`config.mk`:
```
export PLATFORM = sky130hd
export DESIGN_NAME = router_fifo_pkt
export DESIGN_NICKNAME = d
export VERILOG_FILES = /design/src/rtl/router_pkg.sv /design/src/rtl/router_fifo_pkt_cnt.sv /design/src/rtl/router_fifo_pkt.sv
export SDC_FILE = /design/constraint.sdc
export NUM_CORES = 1
export LEC_CHECK = 0
export ABC_AREA = 1
export CAP_MARGIN = 20
export CORE_UTILIZATION = 50
export CTS_CLUSTER_SIZE = 24
export DETAILED_ROUTE_END_ITERATION = 12
export PLACE_DENSITY = 0.68
export SETUP_SLACK_MARGIN = 0.1
export SLEW_MARGIN = 20
export SYNTH_ARGS = -nofsm -noshare
export SYNTH_HDL_FRONTEND = slang
export SYNTH_SLANG_ARGS = --single-unit
```
`constraint.sdc`:
```
create_clock -name clk -period 2.55 [get_ports clk]
set_input_delay 0.51 -clock clk [delete_from_list [all_inputs] [get_ports clk]]
set_output_delay 0.51 -clock clk [all_outputs]
set_load 0.03 [all_outputs]
```
`src/rtl/router_pkg.sv`:
```
// Shared constants and types for the router output-channel FIFO family.
package router_pkg;

    localparam int DEF_WIDTH   = 8;
    localparam int DEF_DEPTH   = 16;
    localparam int DEF_LEN_MSB = 7;
    localparam int DEF_LEN_LSB = 2;
    localparam int DEF_AF_THR  = 14;
    localparam int DEF_AE_THR  = 2;

    // Per-cycle pointer activity, derived from the accepted read/write pair
    typedef enum logic [1:0] {
        OP_IDLE = 2'b00,
        OP_RD   = 2'b01,
        OP_WR   = 2'b10,
        OP_RW   = 2'b11
    } fifo_op_e;

    // Each entry is {tag, data}; the tag sits just above the data word
    function automatic int tag_pos(input int width);
        return width;
    endfunction

endpackage

```
`src/rtl/router_fifo_pkt_cnt.sv`:
```
// Remaining-length tracker for the packet currently being drained from the FIFO.
module router_fifo_pkt_cnt
    import router_pkg::*;
#(
    parameter int LEN_W = DEF_LEN_MSB - DEF_LEN_LSB + 1
) (
    input  logic             clk,
    input  logic             rst,
    input  logic             soft_rst,
    input  logic             rd_acc,
    input  logic             tag,
    input  logic [LEN_W-1:0] len_field,
    output logic [LEN_W:0]   pkt_rem,
    output logic             pkt_active
);

    localparam logic [LEN_W:0] REM_ONE  = (LEN_W+1)'(1);
    localparam logic [LEN_W:0] REM_ZERO = {(LEN_W+1){1'b0}};

    logic [LEN_W:0] pkt_rem_q, pkt_rem_d;
    logic           pkt_active_q, pkt_active_d;

    // Header load (payload + parity word), payload decrement saturating at zero
    always_comb begin
        pkt_rem_d = pkt_rem_q;
        if (soft_rst) begin
            pkt_rem_d = REM_ZERO;
        end else if (rd_acc && tag) begin
            pkt_rem_d = {1'b0, len_field} + REM_ONE;
        end else if (rd_acc && (pkt_rem_q != REM_ZERO)) begin
            pkt_rem_d = pkt_rem_q - REM_ONE;
        end else begin
            pkt_rem_d = pkt_rem_q;
        end
        pkt_active_d = (pkt_rem_d != REM_ZERO);
    end

    // Counter state register
    always_ff @(posedge clk) begin
        if (rst) begin
            pkt_rem_q    <= REM_ZERO;
            pkt_active_q <= 1'b0;
        end else begin
            pkt_rem_q    <= pkt_rem_d;
            pkt_active_q <= pkt_active_d;
        end
    end

    assign pkt_rem    = pkt_rem_q;
    assign pkt_active = pkt_active_q;

endmodule

```
`src/rtl/router_fifo_pkt.sv`:
```
// Packet-aware output-channel FIFO: tagged storage, registered read port,
// occupancy thresholds, sticky error flags and a packet-length tracker.
module router_fifo_pkt
    import router_pkg::*;
#(
    parameter int WIDTH   = DEF_WIDTH,
    parameter int DEPTH   = DEF_DEPTH,
    parameter int LEN_MSB = DEF_LEN_MSB,
    parameter int LEN_LSB = DEF_LEN_LSB,
    parameter int AF_THR  = DEF_AF_THR,
    parameter int AE_THR  = DEF_AE_THR,
    localparam int AW     = $clog2(DEPTH),
    localparam int LEN_W  = LEN_MSB - LEN_LSB + 1
) (
    input  logic             clk,
    input  logic             rst,
    input  logic             soft_rst,
    input  logic             write_enb,
    input  logic             lfd_state,
    input  logic [WIDTH-1:0] data_in,
    input  logic             read_enb,
    output logic [WIDTH-1:0] data_out,
    output logic             data_valid,
    output logic             hdr_out,
    output logic             empty,
    output logic             full,
    output logic             almost_full,
    output logic             almost_empty,
    output logic [AW:0]      occupancy,
    output logic [LEN_W:0]   pkt_rem,
    output logic             pkt_active,
    output logic             overflow,
    output logic             underflow
);

    localparam int          EW       = WIDTH + 1;
    localparam int          TAG      = tag_pos(WIDTH);
    localparam logic [AW:0] PTR_ONE  = (AW+1)'(1);
    localparam logic [AW:0] PTR_ZERO = {(AW+1){1'b0}};
    localparam logic [AW:0] AF_LVL   = (AW+1)'(AF_THR);
    localparam logic [AW:0] AE_LVL   = (AW+1)'(AE_THR);

    logic [EW-1:0]    mem_q [DEPTH];
    logic [AW:0]      wr_ptr_q, wr_ptr_d, rd_ptr_q, rd_ptr_d, occ_q, occ_d;
    logic [WIDTH-1:0] data_out_q, data_out_d;
    logic             hdr_q, hdr_d, valid_q, valid_d;
    logic             empty_q, empty_d, full_q, full_d;
    logic             af_q, af_d, ae_q, ae_d;
    logic             ovf_q, ovf_d, udf_q, udf_d, lfd_q, lfd_d;
    logic             wr_acc_s, rd_acc_s;
    logic [EW-1:0]    head_s;
    fifo_op_e         op_s;

    // Acceptance uses the registered flags, so a same-cycle read never frees room for a write
    assign wr_acc_s = write_enb & ~full_q & ~soft_rst;
    assign rd_acc_s = read_enb & ~empty_q & ~soft_rst;
    assign head_s   = mem_q[rd_ptr_q[AW-1:0]];

    // Classify this cycle's pointer activity
    always_comb begin
        case ({wr_acc_s, rd_acc_s})
            2'b01:   op_s = OP_RD;
            2'b10:   op_s = OP_WR;
            2'b11:   op_s = OP_RW;
            default: op_s = OP_IDLE;
        endcase
    end

    // Next-state for pointers, occupancy, read port and flags
    always_comb begin
        wr_ptr_d   = wr_ptr_q;
        rd_ptr_d   = rd_ptr_q;
        occ_d      = occ_q;
        data_out_d = data_out_q;
        hdr_d      = hdr_q;
        valid_d    = 1'b0;
        ovf_d      = ovf_q;
        udf_d      = udf_q;
        lfd_d      = lfd_state;
        if (soft_rst) begin
            wr_ptr_d   = PTR_ZERO;
            rd_ptr_d   = PTR_ZERO;
            occ_d      = PTR_ZERO;
            data_out_d = {WIDTH{1'b0}};
            hdr_d      = 1'b0;
            ovf_d      = 1'b0;
            udf_d      = 1'b0;
        end else begin
            case (op_s)
                OP_WR: begin
                    wr_ptr_d = wr_ptr_q + PTR_ONE;
                    occ_d    = occ_q + PTR_ONE;
                end
                OP_RD: begin
                    rd_ptr_d = rd_ptr_q + PTR_ONE;
                    occ_d    = occ_q - PTR_ONE;
                end
                OP_RW: begin
                    wr_ptr_d = wr_ptr_q + PTR_ONE;
                    rd_ptr_d = rd_ptr_q + PTR_ONE;
                end
                default: begin
                    occ_d = occ_q;
                end
            endcase
            if (rd_acc_s) begin
                data_out_d = head_s[WIDTH-1:0];
                hdr_d      = head_s[TAG];
            end else begin
                data_out_d = data_out_q;
                hdr_d      = hdr_q;
            end
            valid_d = rd_acc_s;
            ovf_d   = ovf_q | (write_enb & full_q);
            udf_d   = udf_q | (read_enb & empty_q);
        end
        full_d  = (wr_ptr_d[AW] != rd_ptr_d[AW]) && (wr_ptr_d[AW-1:0] == rd_ptr_d[AW-1:0]);
        empty_d = (wr_ptr_d == rd_ptr_d);
        af_d    = (occ_d >= AF_LVL);
        ae_d    = (occ_d <= AE_LVL);
    end

    // Control and output registers
    always_ff @(posedge clk) begin
        if (rst) begin
            wr_ptr_q   <= PTR_ZERO;
            rd_ptr_q   <= PTR_ZERO;
            occ_q      <= PTR_ZERO;
            data_out_q <= {WIDTH{1'b0}};
            hdr_q      <= 1'b0;
            valid_q    <= 1'b0;
            empty_q    <= 1'b1;
            full_q     <= 1'b0;
            af_q       <= 1'b0;
            ae_q       <= 1'b1;
            ovf_q      <= 1'b0;
            udf_q      <= 1'b0;
            lfd_q      <= 1'b0;
        end else begin
            wr_ptr_q   <= wr_ptr_d;
            rd_ptr_q   <= rd_ptr_d;
            occ_q      <= occ_d;
            data_out_q <= data_out_d;
            hdr_q      <= hdr_d;
            valid_q    <= valid_d;
            empty_q    <= empty_d;
            full_q     <= full_d;
            af_q       <= af_d;
            ae_q       <= ae_d;
            ovf_q      <= ovf_d;
            udf_q      <= udf_d;
            lfd_q      <= lfd_d;
        end
    end

    // Storage array; contents are deliberately not reset
    always_ff @(posedge clk) begin
        if (wr_acc_s && !rst) begin
            mem_q[wr_ptr_q[AW-1:0]] <= {lfd_q, data_in};
        end
    end

    router_fifo_pkt_cnt #(
        .LEN_W (LEN_W)
    ) u_cnt (
        .clk        (clk),
        .rst        (rst),
        .soft_rst   (soft_rst),
        .rd_acc     (rd_acc_s),
        .tag        (head_s[TAG]),
        .len_field  (head_s[LEN_MSB:LEN_LSB]),
        .pkt_rem    (pkt_rem),
        .pkt_active (pkt_active)
    );

    assign data_out     = data_out_q;
    assign data_valid   = valid_q;
    assign hdr_out      = hdr_q;
    assign empty        = empty_q;
    assign full         = full_q;
    assign almost_full  = af_q;
    assign almost_empty = ae_q;
    assign occupancy    = occ_q;
    assign overflow     = ovf_q;
    assign underflow    = udf_q;

endmodule
```
; ---- Word level (Yosys, flattened, before mapping)
; Memories as Yosys holds them, arrays and structs flattened. A register that Yosys moved wholly into a read port is not among the register bits.
; Index checks and enable logic that the tools add are counted.
[classes]
order_cmp = 2
n_eq_ne = 9
n_reduce_logical = 10
mux = 13
n_bitwise = 11
n_addsub = 6
[ops]
columns = operator, n
row1 = $mux 5, 5
row2 = $mux 7, 3
row3 = $add 5x1->5 const B, 3
row4 = $reduce_bool 7->1, 2
row5 = $pmux 5 s2, 1
row6 = $eq 2x2->1 const B, 4
row7 = $add 6x1->7 const B, 1
row8 = $sub 7x1->7 const B, 1
row9 = $and 1x1->1, 6
row10 = $pmux 2 s3, 1
row11 = $reduce_or 2->1, 3
row12 = $eq 5x5->1, 1
row13 = $ge 5x4->1 const B, 1
row14 = $le 5x2->1 const B, 1
row15 = $sub 5x1->5 const B, 1
row16 = $eq 2x1->1 const B, 2
row17 = $eq 4x4->1, 1
row18 = $logic_and 1x1->1, 4
row19 = $mux 4, 1
row20 = $not 1->1, 3
row21 = $mux 1, 2
row22 = $or 1x1->1, 2
row23 = $logic_not 1->1, 1
row24 = $ne 1x1->1, 1
[word_totals]
regBits = 40
input_bits = 14
out_inout_bits = 29
ramBits = 144
n_memories = 1
elab_cells = 67
[mem_list]
columns = name, words, width, read_ports, rd_clocked_by_memory_dff, wr, line
row1 = mem_q, 16, 9, 1, 1, 1, router_fifo_pkt.sv:43  ; logic [EW-1:0] mem_q [DEPTH];

; ---- Depth between registers and ports, before layout
; Gate-level depths: netlist of the first run.
[logic_depth]
ltp_word = 11
mapped_depth = 21
ltp_nobuf = 20

; ---- Modules after synthesis
; Synthesis of the first run repeated with hierarchy kept, for this count alone.
[hier_totals]
hier_cells = 777
hier_area_um2 = 8064.0
[by_module_without_submodules]
columns = module, cells_each, area_per_inst_um2, instances, seq_area_each_um2
row1 = router_fifo_pkt, 660, 7335.8, 1, 4964.8
row2 = router_fifo_pkt_cnt, 117, 728.2, 1, 160.2

; ---- Worst setup path before layout of the first run
; OpenSTA, ideal clock, no wires.
[synth_timing]
path_kind = input to register
startpoint = input read_enb
endpoint = register ae_q, in the netlist almost_empty
setup_slack_ps = 431
required_time_ps = 2440
n_path_buf = 0
stages = 17
setup_time_ps = 110
arrival_ps = 2008
path_cell_list = nand2_1 -> nor2_4 -> nand2_2 -> nor2_1 -> inv_1 -> nand2_1 -> inv_1 -> ha_1 -> nor2_1 -> nor2_1 -> nand2_1 -> nand3_1 -> nand2_1 -> a21o_1 -> nand3_1 -> nand3_1 -> inv_1
[synth_via]
elab_chain_len = 8
elab_cells_between_ends = 11
classes_between = 1 x order compare / 5 x eq/ne / 3 x mux / 2 x bitwise
[synth_rtl]
columns = element, line
row1 = start: declaration, router_fifo_pkt.sv:21  ; input logic read_enb,
row2 = $and 1x1->1 (*) (2 in a row), router_fifo_pkt.sv:56  ; assign rd_acc_s = read_enb & ~empty_q & ~soft_rst;
row3 = $eq 2x2->1 or $eq 2x1->1 (tied branches), router_fifo_pkt.sv:61  ; case ({wr_acc_s, rd_acc_s})
row4 = $pmux 2 s3 (*), router_fifo_pkt.sv:61
row5 = $eq 2x1->1 or $eq 2x2->1 (tied branches), router_fifo_pkt.sv:89  ; case (op_s)
row6 = $pmux 5 s2 (*), router_fifo_pkt.sv:89
row7 = $mux 5 (*), router_fifo_pkt.sv:80  ; if (soft_rst) begin
row8 = $le 5x2->1 (*), router_fifo_pkt.sv:120  ; ae_d = (occ_d <= AE_LVL);
row9 = end signal: assignment, router_fifo_pkt.sv:135  ; ae_q <= 1'b1;
row10 = end signal: assignment, router_fifo_pkt.sv:149  ; ae_q <= ae_d;
row11 = end: declaration, router_fifo_pkt.sv:48  ; logic af_q, af_d, ae_q, ae_d;
; Mark *: on every way between the ends. The rest lies on a longest branch, timed or not.
; A chain may end at the register's enable or synchronous reset.

; ---- Worst setup path in the final report of the first run
; Same ends and word-level chain as after synthesis.

==> flow_summary.yaml, run 1 <==
setup_path:
  cp-start-kind: "input port"
  crit_fanout: 3
  rr_startpoint: "rd_ptr_q[0]$_SDFF_PP0_"
  crit_chain: "clkdlybuf4s50_1, nand2_1, nor2_4, nand2_2, nor2_1, inv_1, nand2_1, inv_1, ha_1, nor2_1, nor2_1, nand2_1, nand3_1, nand2_1, a21o_1, nand3_1, nand3_1, inv_1"
  r2r_setup_slack_ns: 0.36
  worstRegToRegCells: 18
  arrival_ns: 2.53
  crit_top_cell: "nand2_1"
  cpPeakStageDelay_ns: 0.48
  critPathRequiredTime_ns: 2.88
  r2r_end: "u_cnt.pkt_active$_SDFF_PP0_"
  endpoint_kind: "register"
  crit_slowest_cell: "clkdlybuf4s50_1"
  critical_path_class: "input port to register"
  worst-path-buf-inv: 4
  critical-path-top-delay-family: "simple AND/OR/NAND/NOR gates"
timing:
  hold_viol: 0
  tightestPinTransition_ns: 0.631
  finalCritPeriodShare: 0.863
  hold_slack_ns: 0.493
  rsz0062_at_grt: "no"
  slew_headroom: 0.578
  min_period_ns: 2.20
  fmax_mhz: 454
  setup_violations: 0
  tns_ns: 0
  report.final.slew_viol_count: 0
  skew_ns: 0.0115
placed_design:
  post-place-cells: 1118
  port_buffers: 42
  gp_congestion: 0.793
  dp_hpwl_um: 11700
min_path:
  hold_path_startpoint: "underflow$_SDFF_PP0_"
  hold_end: "underflow$_SDFF_PP0_"
  hold_depth: 2
  hp-class: "register to register"
drt:
  routedWlPerCell_um: 15.7
  drc: 0
  drtIter0Drc: 483
  finalWirelength_um: 18000
  drt_pass1_iterations: 5
  ant_nets: 0
  via_count: 5820
  vias_per_cell: 5.05
logic_synthesis:
  yosysTopAreaCell: "edfxtp_1"
  synth_top_cell_area_share: 0.529
  seq_area_frac_synth: 0.626
  synth_area_um2: 8180
  ys_ff_latch: 184
  avgSynthCellArea_um2: 9.68
  synthCells: 845
  yosysUniqueCellTypes: 37
  synthTopCellsByArea: "edfxtp_1, dfxtp_1, nand2_1"
  syn_nets: 868
  ys_warn_count: 0
global_route:
  grt_pass1_wl_um: 28200
  track_usage: 0.226
  grt_max_degree: 75
  grt_pass1_vias: 5521
  antenna_found_initial: 0
  gr-total-overflow: 0
layout:
  diodes: 0
  n_fill_cell: 1354
  layout_common_cells: "nand2_1, edfxtp_1, inv_1, nor2_1, nand3_1"
  final_common_cell: "nand2_1"
  final_nets: 946
  syn2layout_area_growth_pct: 18.0
  instances_no_fill: 1152
  postLayoutCoreUtil: 0.605
  drive_gt1_frac: 0.108
  multi_input_area_um2: 2400
  regArea_um2: 5130
clock_tree:
  cts_tree: "yes"
  cts.path.max_buffers: 2
  clk_latency_ns: 0.43
  clock-sinks: 184
  cts-htree-levels: 4
  clk_pin_slew_worst_paths_ns: 0.07
  clock_tree.root_cell: "clkbuf_16"
  numCtsBuffers: 17
  cts_setup_buffers: 0
power:
  leakage_nw: 4.01
  power.density_nw_per_um2: 621
  irDropWorstVdd_mv: 0.488
floorplanning:
  core_area_um2: 15900
  die-height_um: 130
  die_area_um2: 16900
  rows: 46
  die_w_um: 130
  initial_utilization: 0.513
  io_pins: 43
run_status:
  status: "complete, no violations"
flow_run:
  drv_cap: 0
-- repair_timing --
action                                  in CTS  in global routing
gates resized for setup                      0                  6
endpoints found under the hold margin        0                  0
endpoints found under the setup margin       0                  1
hold buffers                                 0                  0
-- how the worst max path moves through the flow --
stage	start	end	slack, ns	cells after the start
2_1_floorplan	read_enb	almost_empty$_SDFF_PP1_	0.43	17
3_3_place_gp	read_enb	almost_empty$_SDFF_PP1_	-0.02	18
3_5_place_dp	read_enb	almost_empty$_SDFF_PP1_	-0.09	18
4_1_cts	rd_ptr_q[0]$_SDFF_PP0_	u_cnt.pkt_active$_SDFF_PP0_	0.17	17
5_1_grt	read_enb	almost_empty$_SDFF_PP1_	0.12	18
6_report	read_enb	almost_empty$_SDFF_PP1_	0.35	18
-- flip-flops by register name, summed over array words and instances (netlist names), 5 cells and up --
name           cells
rd_ptr_q           5
occupancy          5
wr_ptr_q           5
u_cnt.pkt_rem      7
data_out           8
mem_q            144
-- Yosys cell counts (all sizes together) --
master  instances
buf            21
inv           121
edfxtp        144
o21bai          3
ha              9
nand3          69
xnor2           7
a21o            1
clkinv          2
a21oi           8
o21ai          54
o211ai          6
nand4           3
clkbuf          8
a41oi           2
o221ai          3
xor2           10
nor3            6
nor2          102
dfxtp          40
nand2         217
nand3b          1
o22ai           8
-- layer usage --
layer | share of wire | track usage | vias to the layer above
met5 | 0 | 0 | -
li1 | - | - | 2914
met2 | 0.48 | 0.370 | 186
met1 | 0.45 | 0.303 | 2699
met4 | 0.016 | 0.0814 | 0
met3 | 0.057 | 0.0406 | 21
-- area by class of cell --
class,instances,share of cell area
clock inverter,15,0.0130
tap,216,0.0280
inverter,123,0.0484
clock buffer,17,0.0441
timing repair buffer,88,0.0864
sequential,184,0.532
multi-input combinational,509,0.249
-- power by group --
| part | internal (mW) | leakage, nW | switching (mW) |
|---|---|---|---|
| clock | 1.28 | 0.273 | 1.20 |
| sequential | 3.25 | 1.62 | 0.0154 |
| combinational | 0.0909 | 2.12 | 0.160 |
| total | 4.62 | 4.01 | 1.38 |
-- worst register-to-register path, stage by stage, from the launching register on --
cell and delay, ns:
dfxtp_4 0.44, buf_16 0.18, nand2_1 0.08, nand3_1 0.07
nand2_1 0.07, nand2_1 0.06, nand2_1 0.05, inv_1 0.11
nand2_2 0.10, ha_1 0.24, nand3b_1 0.16, nand2_1 0.07
nand2_1 0.05, nand3_1 0.08, nand2_1 0.07, nor2_1 0.10
nand2_1 0.06, nand2_1 0.06, nand2_1 0.04
-- through the flow --
| step | instance area (µm²) | power [mW] | worst slack, ns |
|---|---|---|---|
| after detailed placement | 9030 | 3.58 | -0.0878 |
| after floorplan | 8180 | 3.46 | 0.431 |
| final | 9650 | 6.00 | 0.349 |
| after CTS | 9580 | 6.02 | 0.173 |
| after global routing | 9650 | 6.15 | 0.115 |
| after global placement | 9030 | 3.57 | -0.0197 |
-- cells by family (layout without fill, tap and decap cells) --
family	count (synthesis)	after routing	synth area share
flops	184	184	0.626
fa+ha+maj	9	9	0.0138
buf+inv	152	243	0.0803
compound gates	85	85	0.0586
xor+xnor	17	17	0.0182
simple gates	398	398	0.203
Power figures use the tool's default switching activity.
==> run 2: changes to the inputs <==
PLACE_DENSITY = 0.7   (was 0.68)
SLEW_MARGIN = unset   (was 20)
SYNTH_HIERARCHICAL = 1   (was unset)
==> flow_summary.yaml, run 2 <==
min_path:
  hp-class: "register to register"
drt:
  via_count: 5975
  drc: 0
  drt_pass1_iterations: 5
  vias_per_cell: 5.49
  drtIter0Drc: 594
  ant_nets: 0
  routedWlPerCell_um: 17.6
  finalWirelength_um: 19200
logic_synthesis:
  synth_top_cell_area_share: 0.536
  synth-simple-area-share: 0.179
  synth_top_family_by_area: "simple AND/OR/NAND/NOR gates"
  synthCells: 777
  synthAdderAreaFrac: 0.0140
  yosysTopAreaCell: "edfxtp_1"
  avgSynthCellArea_um2: 10.4
  ys_ff_latch: 184
  synth_common_cells: "edfxtp_1, nor2_1, nand2_1, o21ai_0, inv_1"
  ys_warn_count: 6
  synthMuxAreaShare: 0
  synth-compound-area-share: 0.109
  yosysUniqueCellTypes: 36
  ys.flop_type: "edfxtp_1"
  synth_edf_count: 144
  seq_area_frac_synth: 0.636
  synthXorXnorAreaFrac: 0.0130
  synth_area_um2: 8060
  ys_async_sr_fraction: 0
  syn_nets: 800
  synthTopCellsByArea: "edfxtp_1, dfxtp_1, nor2_1"
global_route:
  antenna_found_initial: 0
  gr-total-overflow: 0
  grt_pass1_vias: 5567
  track_usage: 0.239
  grt_max_degree: 40
  grt_pass1_wl_um: 29400
setup_path:
  cp-start-kind: "register"
  critPathRequiredTime_ns: 2.87
  critical_path_class: "register to register"
  arrival_ns: 2.68
  endpoint_kind: "register"
  crit_fanout: 5
timing:
  tns_ns: 0
  finalCritPeriodShare: 0.927
  report.final.slew_viol_count: 0
  min_period_ns: 2.36
  fmax_mhz: 423
  rsz0062_at_grt: "yes"
  slew_headroom: 0.579
  tightestPinTransition_ns: 0.630
  hold_viol: 0
  worst_slack_ns: 0.186
  setup_violations: 0
  skew_ns: 0.00817
run_status:
  status: "complete, no violations"
floorplanning:
  core_area_um2: 15800
  die-height_um: 129
  die_area_um2: 16600
  rows: 46
  die_w_um: 129
  io_pins: 43
  initial_utilization: 0.509
placed_design:
  gp_congestion: 0.882
  placed_cell_area_um2: 8970
  post-place-ws_ns: 0.0826
  post-place-cells: 1049
  port_buffers: 42
  dp_hpwl_um: 12300
layout:
  postLayoutCoreUtil: 0.617
  drive_gt1_frac: 0.147
  largest_reg_flops: 144
  final_common_cell: "edfxtp_1"
  final_area_um2: 9770
  diodes: 0
  final_nets: 883
  n_fill_cell: 1225
  syn2layout_area_growth_pct: 21.1
  layout_common_cells: "edfxtp_1, nor2_1, nand2_1, o21ai_0, inv_1"
  instances_no_fill: 1089
clock_tree:
  cts_tree: "yes"
  numCtsBuffers: 17
  clk_pin_slew_worst_paths_ns: 0.07
  clk_latency_ns: 0.43
  clock-sinks: 184
  clock_tree.root_cell: "clkbuf_16"
  cts-htree-levels: 4
  cts.path.max_buffers: 2
  ctsHoldBuffers: 0
power:
  irDropWorstVdd_mv: 0.425
  power.density_nw_per_um2: 657
  leakage_nw: 3.73
flow_run:
  drv_cap: 0
run 2: cell count changes in the layout (fill, tap and decap cells not counted), sizes merged, moves of 5 or more:
cell / change
xor2: -5
o211ai: +6
nand3: -20
nor2: +49
o22ai: +11
buf: +6
o21ai: +42
nand2: -101
inv: -64
o21bai: +5
run 2: worst paths after layout:
kind	from	cells after the start	slack (ns)	endpoint
min reg2reg	underflow$_SDFF_PP0_	2	0.48	underflow$_SDFF_PP0_
min	underflow$_SDFF_PP0_	2	0.48	underflow$_SDFF_PP0_
max	rd_ptr_q[0]$_SDFF_PP0_	14	0.19	u_cnt/pkt_active$_SDFF_PP0_
max reg2reg	rd_ptr_q[0]$_SDFF_PP0_	14	0.19	u_cnt/pkt_active$_SDFF_PP0_
run 2: report_power, final:
part | internal [mW] | total [mW] | leakage (nW) | switching [mW]
registers | 3.25 | 3.28 | 1.62 | 0.0244
logic | 0.158 | 0.432 | 1.81 | 0.274
clock network | 1.49 | 2.71 | 0.294 | 1.23
total | 4.90 | 6.42 | 3.73 | 1.52
run 2: cells by family after synthesis:
kind of cell / count (synthesis)
and+or+nand+nor: 325
adders and majority gates: 9
xor gates and xnor gates: 12
DFF: 184
buffers and inverters: 93
AOI/OAI and AO/OA: 154
run 2: timing repair:
item / CTS / global route
buffers inserted: 0 / 6
setup endpoints to repair: 1 / 4
pin swaps: 0 / 13
gates cloned: 0 / 2
gates resized for setup: 1 / 24
run 2: through the flow:
step           hold slack, ns  total power, mW
2_1_floorplan           0.514             3.58
3_3_place_gp            0.453             3.75
3_5_place_dp            0.461             3.75
4_1_cts                 0.483             6.43
5_1_grt                 0.513             6.62
6_report                0.482             6.42
run 2: layout make-up:
cell class	count	area, µm²	share of cell area
Sequential cell	184	5130	0.525
Tap cell	216	270	0.0277
Timing Repair Buffer	94	907	0.0929
Clock inverter	15	185	0.0190
Clock buffer	17	425	0.0436
Multi-Input combinational cell	500	2600	0.266
Inverter	63	246	0.0252
run 2: layer usage:
layer | vias up | global-route usage | routed length (µm)
li1 | 2857 | - | -
met1 | 2869 | 0.317 | 8110
met2 | 226 | 0.395 | 9410
met3 | 23 | 0.0482 | 1340
met4 | 0 | 0.0768 | 318
met5 | - | 0 | 0
run 2: worst max-delay path, stage by stage (launching register included):
cell and delay [ns]:
dfxtp_4 0.40, buf_12 0.15, nor2_4 0.08, nor2_2 0.03, o21ai_1 0.07, o21ai_1 0.08
o211ai_1 0.35, nand3_2 0.24, ha_4 0.23, xnor2_1 0.14, a21oi_1 0.09, nand2_1 0.09
nand4_1 0.12, nor2_1 0.12, nor2_1 0.05
